File: src/rtl/spi_reg_bridge.sv
// Byte-level command decoder between an SPI slave shifter and a 16-entry register file.
// Supports write and read bursts with address auto-increment and an inactivity timeout.
module spi_reg_bridge #(
  parameter int TIMEOUT = 1024
) (
  input  logic       clk,
  input  logic       rst,
  input  logic [7:0] rx_data,
  input  logic       rx_dv,
  output logic [7:0] tx_data,
  output logic       tx_wr,
  input  logic       tx_halt,
  output logic [3:0] reg_addr,
  output logic [7:0] reg_wdata,
  output logic       reg_we,
  output logic       reg_re,
  input  logic [7:0] reg_rdata,
  output logic       busy,
  output logic       err
);

  typedef enum logic [2:0] {IDLE, WR_DATA, RD_FETCH, RD_LOAD, RD_WAIT} state_t;

  localparam int TW = $clog2(TIMEOUT);
  localparam logic [TW-1:0] TIMER_MAX = TW'(TIMEOUT - 1);

  state_t        state;
  logic [3:0]    addr;
  logic [3:0]    count;
  logic [TW-1:0] timer;
  logic [7:0]    rbuf;
  logic          captured;

  always_ff @(posedge clk) begin
    if (!rst) begin
      state     <= IDLE;
      tx_data   <= 8'h00;
      tx_wr     <= 1'b0;
      reg_addr  <= 4'h0;
      reg_wdata <= 8'h00;
      reg_we    <= 1'b0;
      reg_re    <= 1'b0;
      busy      <= 1'b0;
      err       <= 1'b0;
      addr      <= 4'h0;
      count     <= 4'h0;
      timer     <= '0;
      rbuf      <= 8'h00;
      captured  <= 1'b0;
    end else begin
      tx_wr  <= 1'b0;
      reg_we <= 1'b0;
      reg_re <= 1'b0;
      err    <= 1'b0;

      if (state == IDLE) begin
        timer    <= '0;
        captured <= 1'b0;
        if (rx_dv) begin
          addr  <= rx_data[3:0];
          count <= {1'b0, rx_data[6:4]} + 4'd1;
          state <= rx_data[7] ? WR_DATA : RD_FETCH;
          busy  <= 1'b1;
        end
      end else if (rx_dv) begin
        // A received byte always restarts the inactivity timer, even on the timeout cycle.
        timer <= '0;
        case (state)
          WR_DATA: begin
            reg_we    <= 1'b1;
            reg_addr  <= addr;
            reg_wdata <= rx_data;
            addr      <= addr + 4'd1;
            count     <= count - 4'd1;
            if (count == 4'd1) begin
              state <= IDLE;
              busy  <= 1'b0;
            end
          end
          RD_WAIT: begin
            if (count == 4'd0) begin
              state <= IDLE;
              busy  <= 1'b0;
            end else begin
              state <= RD_FETCH;
            end
          end
          default: begin
            err   <= 1'b1;
            state <= IDLE;
            busy  <= 1'b0;
          end
        endcase
      end else if (timer == TIMER_MAX) begin
        timer <= '0;
        err   <= 1'b1;
        state <= IDLE;
        busy  <= 1'b0;
      end else begin
        timer <= timer + TW'(1);
        case (state)
          RD_FETCH: begin
            reg_re   <= 1'b1;
            reg_addr <= addr;
            captured <= 1'b0;
            state    <= RD_LOAD;
          end
          RD_LOAD: begin
            // While reg_re is still high the register file has not yet produced data.
            if (!reg_re) begin
              if (!captured) begin
                rbuf     <= reg_rdata;
                captured <= 1'b1;
              end
              if (!tx_halt) begin
                tx_data  <= captured ? rbuf : reg_rdata;
                tx_wr    <= 1'b1;
                addr     <= addr + 4'd1;
                count    <= count - 4'd1;
                captured <= 1'b0;
                state    <= RD_WAIT;
              end
            end
          end
          default: ;
        endcase
      end
    end
  end

endmodule

File: config.mk
export PLATFORM = sky130hd
export DESIGN_NAME = spi_reg_bridge
export DESIGN_NICKNAME = d
export VERILOG_FILES = /design/src/rtl/spi_reg_bridge.sv
export SDC_FILE = /design/constraint.sdc
export NUM_CORES = 1
export LEC_CHECK = 0
export BUFFER_PORTS_ARGS = -buffer_cell sky130_fd_sc_hd__buf_2
export CAP_MARGIN = 5
export CORE_ASPECT_RATIO = 1.1
export CORE_MARGIN = 4
export CORE_UTILIZATION = 50
export CTS_BUF_LIST = sky130_fd_sc_hd__clkbuf_4 sky130_fd_sc_hd__clkbuf_8 sky130_fd_sc_hd__clkbuf_16
export DETAILED_ROUTE_END_ITERATION = 7
export GPL_ROUTABILITY_DRIVEN = 1
export PLACE_DENSITY = 0.72
export SYNTH_ARGS = -nofsm -noshare
export SYNTH_HDL_FRONTEND = slang
export SYNTH_SLANG_ARGS = --single-unit
File: constraint.sdc
create_clock -name clk -period 3.4 [get_ports clk]
set_input_delay 0.68 -clock clk [delete_from_list [all_inputs] [get_ports clk]]
set_output_delay 0.68 -clock clk [all_outputs]
set_load 0.01 [all_outputs]
# Word-level counts from Yosys, hierarchy flattened

Index checks and enable logic that the tools add are counted.

Register bits: 55
Bits of input ports: 20
Output and inout bits: 25

$add $sub $neg: 4
Equality and inequality tests: 17
Mux-type cells: 48
Bitwise operators: 7
Reduce and logical (&&, ||, !) cells: 20

Operator list:

| operator                                       | count |
|---|---|
| 2-to-1 mux 4 bit                               | 20 |
| 2-to-1 mux 3 bit                               | 7 |
| != test 4 bit (second input constant)          | 4 |
| 2-to-1 mux 1 bit                               | 14 |
| case mux 3 bit (2 select lines)                | 2 |
| AND reduction 4 bit                            | 3 |
| AND reduction 6 bit                            | 2 |
| adder 10 x 1 -> 10 bit (second input constant) | 1 |
| == test 10 bit (second input constant)         | 1 |
| != test 2 bit (second input constant)          | 5 |
| AND reduction 5 bit                            | 2 |
| 2-to-1 mux 8 bit                               | 1 |
| nonzero test 2 bit                             | 4 |
| inverter 1 bit                                 | 7 |
| == test 3 x 2 -> 1 bit (second input constant) | 2 |
| OR reduction 6 bit                             | 1 |
| adder 3 x 1 -> 4 bit (second input constant)   | 1 |
| adder 4 x 1 -> 4 bit (second input constant)   | 1 |
| == test 4 x 1 -> 1 bit (second input constant) | 1 |
| logical NOT 4 bit                              | 1 |
| 2-to-1 mux 2 bit                               | 2 |
| case mux 1 bit (2 select lines)                | 2 |
| nonzero test 4 bit                             | 1 |
| OR reduction 2 bit                             | 2 |
| other kinds (9)                                | 9 |

# Longest topological paths before layout

Word-level depth: 7
Mapped depth: 7
Gate-level depth less buffers: 6

# Worst setup path before layout

OpenSTA, ideal clock, no wires.

Path type: input to register
Start: input tx_halt
End: register count[0]
Data arrival time: 1.927 ns
Data required time: 3.326 ns
Path slack: 1.399 ns
Stages: 4
Cells stage by stage: or2_1 -> o32a_4 -> or4_1 -> a31oi_1

Word-level cells in the longest chain between the ends: 2

Ends and longest elaborated chain:

| what                                 | line | source |
|---|---|---|
| start, declared                      | 12   | `input logic tx_halt,` |
| != test 2 bit (no source line)       | -    |  |
| AND reduction 6 bit (no source line) | -    |  |
| end signal, assigned                 | 61   | `count <= {1'b0, rx_data[6:4]} + 4'd1;` |
| end signal, assigned                 | 74   | `count <= count - 4'd1;` |
| end signal, assigned                 | 119  | `count <= count - 4'd1;` |
| end, declared                        | 29   | `logic [3:0] count;` |

No other way between the ends.
A chain may end at the register's enable or synchronous reset.

# Worst setup path after layout

Start: register timer[0]
End: register tx_data[4]

Word-level cells in the longest chain between the ends: 3

Ends and longest elaborated chain:

| what                                 | line | source |
|---|---|---|
| start, declared                      | 30   | `logic [TW-1:0] timer;` |
| start signal, assigned               | 100  | `timer <= timer + TW'(1);` |
| == test 10 bit                       | 94   | `end else if (timer == TIMER_MAX) begin` |
| inverter 1 bit (no source line)      | -    |  |
| AND reduction 6 bit (no source line) | -    |  |
| end signal, assigned                 | 116  | `tx_data <= captured ? rbuf : reg_rdata;` |
| end, declared                        | 10   | `output logic [7:0] tx_data,` |

No other way between the ends.

==> reports/metrics.cfg <==
[run_status]
run_status = finished clean

[timing]
finalHoldWorstSlack_ns = 0.454
slew_viol_final = 0
period_share_pct = 65.2
tightestPinTransition_ns = 0.761
setup_ws_ns = 1.18
finalClockSkew_ns = 0.00809
setup_violations = 0
hold_violations = 0
setup_tns_ns = 0
post-route-min-period_ns = 2.22
fmax_mhz = 451
max-slew-margin-rel_pct = 48.8
rsz0062_at_grt = no

[cts]
clk_pin_slew_ns = 0.10
root_buffer = clkbuf_8
cts_setup_buffers = 0
clock_sinks = 55
clkLatencyLatePin_ns = 0.31
htreeDepth = 2
cts_buffers = 5
clk_path_buf_depth = 2
cts_tree = yes
hold_buffers = 0
cts_resized = 0

[synth]
seq_area_frac_synth_pct = 42.1
yosys-top-cells-area = dfxtp_1 42%, a21oi_1 6.9%, mux2i_1 5.4%
async_flop_share_pct = 0
yosysTopAreaCellShare_pct = 42.1
synthXorXnorAreaFrac_pct = 3.02
synthesis.instances = 298
yosys.cell_types.count = 53
synth-main-ff-cell = dfxtp_1
avgSynthCellArea_um2 = 8.77
synthMuxAreaShare_pct = 5.36
synth-compound-area-share_pct = 19.8
synthSimpleGateAreaFrac_pct = 21.7
ys_ff_latch = 55
yosysTopAreaCell = dfxtp_1
yosys_warnings = 0
synth_area_um2 = 2610
synth_top_family_by_area = simple AND/OR/NAND/NOR gates
post_synth_fa_ha_maj_area_fraction_pct = 3.26
synth_edf_count = 0
synth_fp_nets = 324

[grt]
grt_overflow = 0
grt_pass1_wl_um = 10000
antenna_found_initial = 0
grt_pass1_vias = 2186
grt_max_degree = 38
met2_usage_pct = 33.3
met1_usage_pct = 21.6
grt_usage_pct = 18.9
top_usage_layer = met2
grt.met3_usage_pct = 5.08

[hold_path]
min_path_cells = 2
min_path_type = reg -> reg
worstHoldEndpoint = reg_wdata[3]
holdCritStartpoint = reg_wdata[3]

[critical_path]
rrSetupSlack_ns = 1.18
worst-path-max-fanout = 10
cp_num_cells = 5
critPathTopFamily = compound AO/OA/AOI/OAI gates
crit_path_top_delay_cell = a311oi_2
cpPeakStageDelay_ns = 0.67
cp-end-kind = flop
r2r_end = tx_data[4]
crit_type = reg -> reg
worstPathArrival_ns = 2.39
path_buf_inv = 0
path_cells = ha_1, and4_1, a311oi_2, and2_1, a211oi_1
critPathLaunchType = flop
rr_worst_depth = 5
cp.required_ns = 3.57
r2r-start = timer[0]

[die]
die_w_um = 76.9
fp.dieArea_um2 = 6450
die_y_um = 83.8
ioPinCount = 45
coreArea_um2 = 5030
rows = 27
start_util_pct = 51.9

[layout]
drive_gt1_share_pct = 20.3
final_cells = 388
area_delta_synth_final_pct = 10.9
final_nets = 355
diodes = 0

[power]
fin_total_pwr_uw = 1280
powerDensity_nw_per_um2 = 442
internal_power_uw = 914
p_leak_uw = 0.00107
pwr-share-clk_pct = 28.2
switching_share_pct = 28.7
power.switching_uw = 368
seqPwrFrac_pct = 54.7
combPwrFrac_pct = 17.1
peakVddDrop_mv = 0.270

[placed_design]
globalplace.congestion = 0.822
post-place-ws_ns = 1.17
io_buffers = 44
dpl.cell_count = 380
dp_hpwl_um = 4180

[route]
drt_iter0_markers = 112
wl_um = 5850
vias = 2272
drt-vias-per-instance = 5.86
dr.pass1.iters = 4
detail-route-antenna-nets = 0
detail_route.drc_violations = 0
routedWlPerCell_um = 15.1

[flow_run]
cap_violations = 0

==> power by group through the flow <==
stage               logic (uW)  clock network [uW]  registers, uW
floorplan                  162                   0            708
global placement           216                   0            714
detailed placement         220                   0            715
CTS                        220                 377            701
global route               244                 403            706
finish                     219                 362            701
==> worst max-delay path by stage <==
stage	startpoint	end
finish	timer[0]	tx_data[4]
global placement	rst	captured
CTS	timer[0]	reg_re
detailed placement	rst	captured
floorplan	tx_halt	count[0]
global route	timer[0]	reg_re
==> area by class of cell <==
| type | instances | area, um2 |
|---|---|---|
| Timing Repair Buffer | 45 | 228 |
| Multi-Input combinational cell | 217 | 1390 |
| Inverter | 5 | 18.8 |
| Clock buffer | 6 | 76.3 |
| Tap cell | 58 | 72.6 |
| Clock inverter | 2 | 12.5 |
| Fill cell | 469 | 2140 |
| Sequential cell | 55 | 1100 |
==> synth_stat cells, types with 2 or more instances <==
master and count:
a211oi_1 11, a21oi_1 36, a31oi_1 3, and4_1 3, buf_2 8, buf_6 2
clkbuf_1 10, dfxtp_1 55, ha_1 6, inv_1 4, mux2i_1 14, nand2_1 35
nand2b_1 4, nand3_1 16, nand4_1 4, nor2_1 19, nor3_1 7, nor3b_1 4
o21ai_0 11, o311ai_0 2, o31ai_1 2, o32ai_1 2, or3_1 2, or4_1 2
xnor2_1 2, xor2_1 7
==> sequential cells by signal, summed over array words and instances (netlist names) <==
register and count:
captured 1, state 3, reg_we 1, reg_wdata 8, timer 10, count 4, reg_addr 4, tx_wr 1
tx_data 8, busy 1, rbuf 8, err 1, addr 4, reg_re 1
==> cells by family after synthesis <==
family          Yosys count
mux                      14
buf+inv                  26
fa+ha+maj                 7
flops                    55
simple gates            108
xor+xnor                  9
compound gates           79
==> worst reg2reg max path, cell delays in order, from the launching register on <==
cell      delay [ns]
dfxtp_1         0.34
ha_1            0.25
and4_1          0.28
a311oi_2        0.67
and2_1          0.41
a211oi_1        0.13
==> cells in the final DEF, fill, tap and decap left out, drive strengths merged, types with 2 or more instances in the layout <==
cell type,netlist,routed
ha,6,6
nand2b,4,4
nor3b,5,5
nand4,4,4
nor2,19,19
a21oi,36,36
a311oi,2,2
nor3,8,8
or4,2,2
nand2,35,35
o32ai,3,3
xnor2,2,2
clkbuf,10,6
o31ai,2,2
mux2i,14,14
a211oi,11,11
and4,4,4
xor2,7,7
nand3,16,16
or4b,2,2
dfxtp,55,55
o311ai,2,2
nor4,2,2
buf,11,45
or3,2,2
inv,5,5
o21ai,12,12
a31oi,3,3
==> layer usage <==
metal,vias to the layer above,routed length (um)
li1,1143,-
met1,1067,2480
met2,52,2990
met3,10,277
met4,0,102
met5,-,0
==> through the flow <==
step                      area (um2)  util [%]
final                           2900      57.6
after global routing            2900      57.6
after CTS                       2900      57.6
after detailed placement        2810      55.8
after global placement          2810      55.8
after floorplan                 2610         -
Power figures use the tool's default switching activity.
